$ cat config.mk
export PLATFORM = sky130hd
export DESIGN_NAME = clkgen_param
export DESIGN_NICKNAME = d
export VERILOG_FILES = /design/src/rtl/clkgen_param.sv
export SDC_FILE = /design/constraint.sdc
export NUM_CORES = 1
export LEC_CHECK = 0
export CORE_AREA = 5 5 42 44
export CTS_BUF_LIST = sky130_fd_sc_hd__clkbuf_2
export DETAILED_ROUTE_END_ITERATION = 6
export DIE_AREA = 0 0 47 49
export GPL_TIMING_DRIVEN = 0
export HOLD_SLACK_MARGIN = 0.15
export SYNTH_ARGS = -nofsm -noshare
export SYNTH_HDL_FRONTEND = slang
export SYNTH_SLANG_ARGS = --single-unit
$ cat constraint.sdc
create_clock -name clk8f -period 3 [get_ports clk8f]
set_input_delay 0.3 -clock clk8f [delete_from_list [all_inputs] [get_ports clk8f]]
set_output_delay 0.3 -clock clk8f [all_outputs]
set_load 0.01 [all_outputs]
$ cat src/rtl/clkgen_param.sv
// ---------------------------------------------------------------------------
// clkgen_param
//   Parametrised divided-clock generator. A single down counter running on
//   clk8f produces NUM_DIV phase-aligned divided clocks (bit i has a period
//   of 2^(i+1) clk8f cycles). It also produces single-cycle rise/fall enables
//   per rate, a frame strobe when all clocks rise together, and a lock flag
//   once LOCK_FRAMES frames have completed.
//
// Parameters
//   NUM_DIV      number of divided outputs (>= 1)
//   LOCK_FRAMES  completed frames before locked asserts (>= 1)
//
// Ports
//   clk8f      in   fundamental clock, all logic on posedge
//   reset      in   asynchronous active-high reset
//   enable     in   1: counter advances each cycle, 0: state held, strobes 0
//   sync_clr   in   synchronous clear / phase realign, wins over enable
//   clk_div    out  divided clocks, bit 0 = clk8f/2 (equal to the counter)
//   rise_stb   out  pulse in the first cycle where clk_div[i] is 1
//   fall_stb   out  pulse in the first cycle where clk_div[i] is 0
//   frame_stb  out  pulse when the counter wraps 0 -> all-ones
//   locked     out  1 once LOCK_FRAMES frame strobes seen since clear
// ---------------------------------------------------------------------------
module clkgen_param #(
  parameter int NUM_DIV     = 3,
  parameter int LOCK_FRAMES = 1
) (
  input  logic               clk8f,
  input  logic               reset,
  input  logic               enable,
  input  logic               sync_clr,
  output logic [NUM_DIV-1:0] clk_div,
  output logic [NUM_DIV-1:0] rise_stb,
  output logic [NUM_DIV-1:0] fall_stb,
  output logic               frame_stb,
  output logic               locked
);

  localparam int             FW       = $clog2(LOCK_FRAMES + 1);
  localparam logic [FW-1:0]  LOCK_MAX = FW'(LOCK_FRAMES);

  logic [NUM_DIV-1:0] cnt;
  logic [NUM_DIV-1:0] cnt_next;
  logic [FW-1:0]      frame_cnt;
  logic               wrap;

  assign cnt_next = cnt - NUM_DIV'(1);
  // Counting down from zero is the one step where every bit goes 0 -> 1,
  // i.e. every divided clock rises in the same cycle.
  assign wrap     = (cnt == '0);

  // Clock outputs come straight from flops: no glitches from decode logic.
  assign clk_div  = cnt;

  // NOTE: sequential state uses non-blocking assignments so every flop samples
  // the pre-edge value of cnt; blocking here would chain the updates.
  always_ff @(posedge clk8f or posedge reset) begin
    if (reset) begin
      cnt       <= '0;
      rise_stb  <= '0;
      fall_stb  <= '0;
      frame_stb <= 1'b0;
      frame_cnt <= '0;
      locked    <= 1'b0;
    end else if (sync_clr) begin
      cnt       <= '0;
      rise_stb  <= '0;
      fall_stb  <= '0;
      frame_stb <= 1'b0;
      frame_cnt <= '0;
      locked    <= 1'b0;
    end else if (enable) begin
      cnt       <= cnt_next;
      // Strobes are registered alongside the new count so they line up with
      // the first cycle in which the divided clock shows its new level.
      rise_stb  <= cnt_next & ~cnt;
      fall_stb  <= ~cnt_next & cnt;
      frame_stb <= wrap;
      if (wrap && (frame_cnt != LOCK_MAX)) begin
        frame_cnt <= frame_cnt + FW'(1);
      end
      if (wrap && (frame_cnt == LOCK_MAX - FW'(1))) begin
        locked <= 1'b1;
      end
    end else begin
      // Frozen: count and lock state hold, but no stale pulses are repeated.
      rise_stb  <= '0;
      fall_stb  <= '0;
      frame_stb <= 1'b0;
    end
  end

endmodule

Word level (Yosys, flattened, before mapping)
Index checks and enable logic that the tools add are counted.
- latch bits: 0
- bits in registers: 12
- memories: 0
- memory bits (writable): 0
- logic and storage cells: 32
- bits of input ports: 4
- output and inout bits: 11
- bits in read-only memories: 0
- div/mod/pow operators: 0
- multiplexer cells: 14
- order comparisons: 0
- add/sub/neg operators: 2
- shift operators: 0
- bitwise logic cells: 5
- equal/unequal tests: 0
- $mul: 0
- reductions and logical operators: 5
- operator list (cell ; number):
    $mux W3 ; 6
    $mux W1 ; 8
    $and A3 B3 Y3 ; 2
    $not A3 Y3 ; 2
    $reduce_bool A2 Y1 ; 2
    $logic_not A3 Y1 ; 1
    $sub A3 B1 Y3 const B ; 1
    $reduce_and A2 Y1 ; 1
    $add A1 B1 Y1 const B ; 1
    $logic_and A1 B1 Y1 ; 1
    $not A1 Y1 ; 1

Depth between registers and ports, before layout
Gate-level depths: netlist of the first run.
- depth after elaboration: 5
- mapped depth: 5

Least setup slack after synthesis of the first run
No wires, ideal clock.
- path kind: reg2reg
- from: register cnt[0] (netlist: clk_div[0])
- to: register cnt[2] (netlist: clk_div[2])
- path buffers: 0
- period minus slack after synthesis: 1.275 ns
- slack: 1.725 ns
- data required time: 2.906 ns
- arrival time: 1.181 ns
- stages on the path, launching flop included: 5
- cells stage by stage: dfrtp_1 -> inv_1 -> ha_1 -> ha_1 -> a211oi_1
- longest elaborated chain between the ends: 3
- RTL lines (what ; line ; text):
    start: declaration ; 42 ; logic [NUM_DIV-1:0] cnt;
    start signal: assignment ; 73 ; cnt <= cnt_next;
    $sub A3 B1 Y3 ; 47 ; assign cnt_next = cnt - NUM_DIV'(1);
    $mux W3 ; 72 ; end else if (enable) begin
    $mux W3 ; 65 ; end else if (sync_clr) begin
No other way between the ends. The select of a mux whose other input is x is not followed.
A chain may end at the register's enable or synchronous reset.

Worst setup path in the final report of the first run
- from: register cnt[2] (netlist: clk_div[2])
- to: output clk_div[2]
- RTL lines (what ; line ; text):
    end: declaration ; 32 ; output logic [NUM_DIV-1:0] clk_div,
No word-level cell between the ends.

==> results of run 1 <==
## registers in the layout (all words and copies together) (netlist names)
| register | flops |
|---|---|
| locked | 1 |
| fall_stb | 3 |
| rise_stb | 2 |
| frame_stb | 1 |
| frame_cnt | 1 |
| clk_div | 3 |
## worst register-to-register path: cells and delay by family, from the launching register on
kind | cells | cell delay, ns
AO/OA/AOI/OAI | 1 | 0.21
flip-flops | 1 | 0.41
buffers and inverters | 1 | 0.09
adder cells (fa/ha/maj) | 2 | 0.52
## cells by family after synthesis
kind of cell    Yosys count  synth area share [%]
compound gates            4                 5.318
xor+xnor                  1                 1.862
fa+ha+maj                 4                 10.64
buf+inv                   7                 7.980
flops                    11                 58.51
simple gates             12                 15.69
## power by group
| group | internal (W) | leakage, nW | switching (W) | total [W] |
|---|---|---|---|---|
| clock | 0.0000354 | 0.0166 | 0.0000480 | 0.0000834 |
| sequential | 0.000159 | 0.147 | 0.00000678 | 0.000166 |
| combinational | 0.0000352 | 0.144 | 0.0000268 | 0.0000620 |
## metal layers
layer	vias to the layer above	global-route usage (%)	share of wire, %
li1	156	-	-
met1	132	9.795	48
met2	11	9.276	41
met3	2	3.321	9.3
met4	0	4.147	0.59
met5	-	0	0
## worst max-delay path by stage
stage | from | end | slack [ns] | cells past startpoint
2_1_floorplan | clk_div[0]$_DFFE_PP0P_ | clk_div[2]$_DFFE_PP0P_ | 1.72 | 4
3_3_place_gp | sync_clr | frame_stb$_DFF_PP0_ | 1.71 | 3
3_5_place_dp | clk_div[0]$_DFFE_PP0P_ | clk_div[2]$_DFFE_PP0P_ | 1.70 | 4
4_1_cts | clk_div[0]$_DFFE_PP0P_ | clk_div[0] | 1.45 | 1
5_1_grt | clk_div[0]$_DFFE_PP0P_ | clk_div[0] | 1.38 | 1
6_report | clk_div[2]$_DFFE_PP0P_ | clk_div[2] | 1.47 | 1
## per-stage QoR
step	setup WS, ns	hold WS (ns)	instance area, um^2	utilization (%)
floorplan	1.725	0.1524	470.5	-
global placement	1.706	0.4709	620.6	44.29
detailed placement	1.698	0.4797	620.6	44.29
CTS	1.453	0.2412	640.6	45.71
global route	1.381	0.2406	640.6	45.71
finish	1.471	0.2432	640.6	45.71
## cell type report
type,instances,area (um^2)
clock buffer,4,20.02
inverter,5,18.77
tap,16,20.02
sequential,11,275.3
timing repair buffer,13,130.1
buffer,2,18.77
fill,142,760.7
multi-input combinational,21,157.7
## cells in the mapped netlist
| cell | count |
|---|---|
| a211oi_1 | 2 |
| and2_1 | 6 |
| ha_1 | 4 |
| nor2_1 | 4 |
| buf_6 | 1 |
| dfrtp_1 | 11 |
| nand3b_1 | 1 |
| xnor2_1 | 1 |
| inv_1 | 5 |
| a21oi_1 | 2 |
| buf_4 | 1 |
| nor2b_4 | 1 |
==> run metrics, run 1 <==
worst r2r src clk_div[0]$_DFFE_PP0P_; Core Region 1401 um^2; mapped cell area 470.5 um^2; Crit Path Max Fanout 4; synth warn 0; CTS Buf Count 3; post-DP HPWL 513.9 um; Clock Path Buffers 2; CP max stage delay 0.56 ns; H-tree depth 1; R2R Path End clk_div[2]$_DFFE_PP0P_; routed len/inst 9.389 um; Setup Crit Path Kind reg2out; Initial Utilization 33.57%; Final Hold Viols 0; Final Critical Period 1.529 ns; Hold Path Sink clk_div[2]$_DFFE_PP0P_; violation count after the first detailed-route iteration 4; vias in the first global route 269; Total Routing Usage GR 7.265%; largest net degree at the start of global routing 12; FF+latch count, synth 11; routed vias 301; diode count 0; sequential cell area fraction in the yosys report 58.51%; run status completed; Detailed Route WL 676 um; DR vias/cell 4.181; commonest non-fill, non-tap cell in the layout clkdlybuf4s50_1; Post-Syn Nets 47; CP Buf/Inv Count 1; Cell Rows 14; clk slew on worst S/H paths 0.11 ns; cell count of the worst reg-to-reg path 4; # IOs 15; layout cells sized above 1 12.50%; setup slack, reg-to-reg 1.70 ns; Setup Skew 0.003223 ns; Worst setup EP type output pin; worst hold stages 2; TritonRoute pass-1 iters 3; hold crit path type in2reg; crit-path cells clkdlybuf4s50_1; Slowest-stage cell, CP clkdlybuf4s50_1; most frequent cells in the layout 13 x clkdlybuf4s50_1, 11 x dfrtp_1, 6 x and2_1; max_cap viols 0; Largest delay share family, worst path buffers and inverters; Worst VDD drop 0.1971 mV; FMAX 654.2 MHz; first-pass GRT wire length 1.200 mm; PD cells 485.6 nW/um^2; die boundary width 47 um; Routed Antenna Nets 0; setup bufs post-CTS 0; # port buffers 13; final worst path period share 50.95%; GR Overflow Total 0; Die ar. 2303 um^2; Slew @ Worst Pin 0.4101 ns; clock root buffer clkbuf_2; CTS tree done; Hold Buf Count CTS 0; hold path start enable; Placer Congestion 0.6790; DRC violations left 0; RSZ-0062 raised after global routing false; largest area contributor in the netlist dfrtp_1; Yosys cell types 12; total negative slack 0 ns; Max Slew Vio Count 0; Critical Path AT 1.23 ns; Syn Inst Count 39; Pleak 0.3075 nW; Final setup viols 0; final cell count without fillers 72; total placed cells including tap cells 68; CTS Sinks 11; Syn Area/Cell 12.06 um^2; Critical Path Source Type flop; Resized cells post-CTS 0; Die Ht 49 um; Clock Latency Late Sink 0.25 ns; critical path required time 2.70 ns; share of the synthesized area in the top cell type 58.51%; initial antenna violation count 0; Design Power 0.0003111 W; Layout area overhead 36.17%; Slew HR 72.63%; Final nets 65; synth top area cells dfrtp_1 59%, ha_1 11%, and2_1 8.0%, inv_1 4.0%, a211oi_1 3.2%
Power figures use the tool's default switching activity.
==> run 2: changes to the inputs <==
Settings changed: PLACE_DENSITY set to 0.66.
Clock period 3 ns to 1.4 ns, I/O delays scaled along.
==> run 2 against run 1 <==
Effect of this change: global-route usage increased by 1.3 points; cell area increased by 5.5%; via count increased by 5.6%; hold slack got worse by 0.077 ns; critical path depth increased by 3; sequential power increased by 110%; largest power group unchanged.
==> run metrics, run 2 (synthesis results as in run 1) <==
worst r2r src clk_div[0]$_DFFE_PP0P_ (unchanged); Critical Path Source Type flop (unchanged); P_sw 0.0001729 W (was 0.00008165 W); Crit Path Max Fanout 4 (unchanged); layout cells sized above 1 15.25% (was 12.50%); Final nets 68 (was 65); Setup Skew 0.001118 ns (was 0.003223 ns); Die ar. 2303 um^2 (unchanged); cell repeated most along the worst path ha_1; R2R Path End clk_div[2]$_DFFE_PP0P_ (unchanged); Core Region 1401 um^2 (unchanged); run status completed (unchanged); FMAX 781.9 MHz; Initial Utilization 33.57% (unchanged); Slew HR 73.23% (was 72.63%); largest net degree at the start of global routing 12 (unchanged); clk slew on worst S/H paths 0.10 ns (was 0.11 ns); internal power 0.0004977 W (was 0.0002294 W); Critical Path AT 1.44 ns (was 1.23 ns); Worst setup EP type flop (was output pin); Layout area overhead 43.62% (was 36.17%); cell count of the worst reg-to-reg path 4 (unchanged); Sw Ratio 25.78% (was 26.25%); Worst VDD drop 0.4852 mV (was 0.1971 mV); Final Hold Viols 0 (unchanged); initial antenna violation count 0 (unchanged); Clock Latency Late Sink 0.25 ns (about the same); clock root buffer clkbuf_2 (unchanged); Slew @ Worst Pin 0.4011 ns (was 0.4101 ns); Die Ht 49 um (unchanged); Detailed Route WL 735 um (was 676 um); Pleak 0.3807 nW (was 0.3075 nW); Final setup viols 0 (unchanged); # IOs 15 (unchanged); setup slack, reg-to-reg 0.12 ns (was 1.70 ns); max_cap viols 0 (unchanged); final worst path period share 91.35%; part of the power in registers 52.8% (was 53.3%); most frequent cells in the layout 11 x dfrtp_1, 9 x clkdlybuf4s50_1, 6 x and2_1 (was 13 x clkdlybuf4s50_1, 11 x dfrtp_1, 6 x and2_1); CTS tree done (unchanged); first-pass GRT wire length 1.338 mm (was 1.200 mm); Total Routing Usage GR 8.553% (was 7.265%); crit-path cells inv_1, ha_1, ha_1, a211oi_1 (was clkdlybuf4s50_1); H-tree depth 1 (unchanged); violation count after the first detailed-route iteration 7 (was 4); CP max stage delay 0.39 ns (was 0.56 ns); Clock Path Buffers 2 (unchanged); diode count 0 (unchanged); DR vias/cell 4.240 (was 4.181); Max Slew Vio Count 0 (unchanged); Slowest-stage cell, CP dfrtp_1 (was clkdlybuf4s50_1); PD cells 992.6 nW/um^2 (was 485.6 nW/um^2); GR Overflow Total 0 (unchanged); TritonRoute pass-1 iters 3 (unchanged); Clock Power Share 26.0% (was 26.8%); CTS Buf Count 3 (unchanged); RSZ-0062 raised after global routing false (unchanged); Place WS 0.1086 ns (was 1.698 ns); die boundary width 47 um (unchanged); DRC violations left 0 (unchanged); final setup margin 0.1210 ns (was 1.471 ns); Comb power frac 21.2% (was 19.9%); Placer Congestion 0.6916 (was 0.6790); Final Critical Period 1.279 ns; CTS Sinks 11 (unchanged); Setup Crit Path Kind reg2reg (was reg2out); total negative slack 0 ns (unchanged); critical path required time 1.57 ns (was 2.70 ns); routed vias 318 (was 301); vias in the first global route 302 (was 269); # port buffers 13 (unchanged); Routed Antenna Nets 0 (unchanged); routed len/inst 9.800 um (was 9.389 um); Cell Rows 14 (unchanged); hold crit path type in2async (was in2reg); commonest non-fill, non-tap cell in the layout dfrtp_1 (was clkdlybuf4s50_1)
run 2: cell count changes in the layout (fill, tap and decap cells not counted), sizes merged:
cell and delta:
clkdlybuf4s50 -4, dlygate4sd3 +1, buf +2, dlymetal6s2s +4
run 2: critical path: cells and delay by family (launching register included):
family	cells	cell delay (ns)
DFF	1	0.39
AOI/OAI and AO/OA	1	0.22
adders and majority gates	2	0.50
buffers and inverters	1	0.08
run 2: power groups by stage:
stage	logic [W]	registers [W]	clock network, W
2_1_floorplan	0.0000611	0.000370	0
3_5_place_dp	0.000135	0.000361	0
6_report	0.000142	0.000354	0.000174
5_1_grt	0.000159	0.000358	0.000203
4_1_cts	0.000139	0.000355	0.000186
3_3_place_gp	0.000134	0.000361	0
run 2: how the worst max path moves through the flow:
stage                      startpoint                     end  slack (ns)  cells past startpoint
3_5_place_dp   clk_div[0]$_DFFE_PP0P_  clk_div[2]$_DFFE_PP0P_        0.11                      4
4_1_cts           frame_stb$_DFF_PP0_             rise_stb[2]       0.004                      2
6_report       clk_div[0]$_DFFE_PP0P_  clk_div[2]$_DFFE_PP0P_        0.12                      4
5_1_grt        clk_div[0]$_DFFE_PP0P_  clk_div[2]$_DFFE_PP0P_        0.02                      4
3_3_place_gp   clk_div[0]$_DFFE_PP0P_  clk_div[2]$_DFFE_PP0P_        0.12                      4
2_1_floorplan  clk_div[0]$_DFFE_PP0P_  clk_div[2]$_DFFE_PP0P_        0.12                      4
run 2: per-stage QoR:
step           hold slack (ns)  instances  instance area, um^2  total power, W  utilization (%)
4_1_cts                 0.1631         73                650.6       0.0006803            46.43
2_1_floorplan        -0.007562         39                470.5       0.0004316                -
5_1_grt                 0.1716         75                675.6       0.0007200            48.21
3_5_place_dp            0.3592         68                620.6       0.0004967            44.29
3_3_place_gp            0.3558         68                620.6       0.0004943            44.29
6_report                0.1659         75                675.6       0.0006706            48.21
run 2: layout make-up:
class / instances / area (um^2)
Fill cell: 148 / 725.7
Sequential cell: 11 / 275.3
Timing Repair Buffer: 16 / 165.2
Multi-Input combinational cell: 21 / 157.7
Clock buffer: 4 / 20.02
Tap cell: 16 / 20.02
Buffer: 2 / 18.77
Inverter: 5 / 18.77
run 2: per-layer routing:
layer	vias to the layer above	routed length (um)	track usage [%]
met3	4	88	5.535
met4	0	24	6.912
met1	140	292	9.132
met2	14	329	11.31
li1	160	-	-
met5	-	0	0
run 2: what timing repair did:
| action | 4_1_cts | 5_1_grt |
|---|---|---|
| hold endpoints to repair | 3 | 0 |
| hold buffers | 1 | 0 |
| resized for setup | 0 | 4 |
| buffers inserted | 0 | 2 |
| setup endpoints to repair | 0 | 5 |
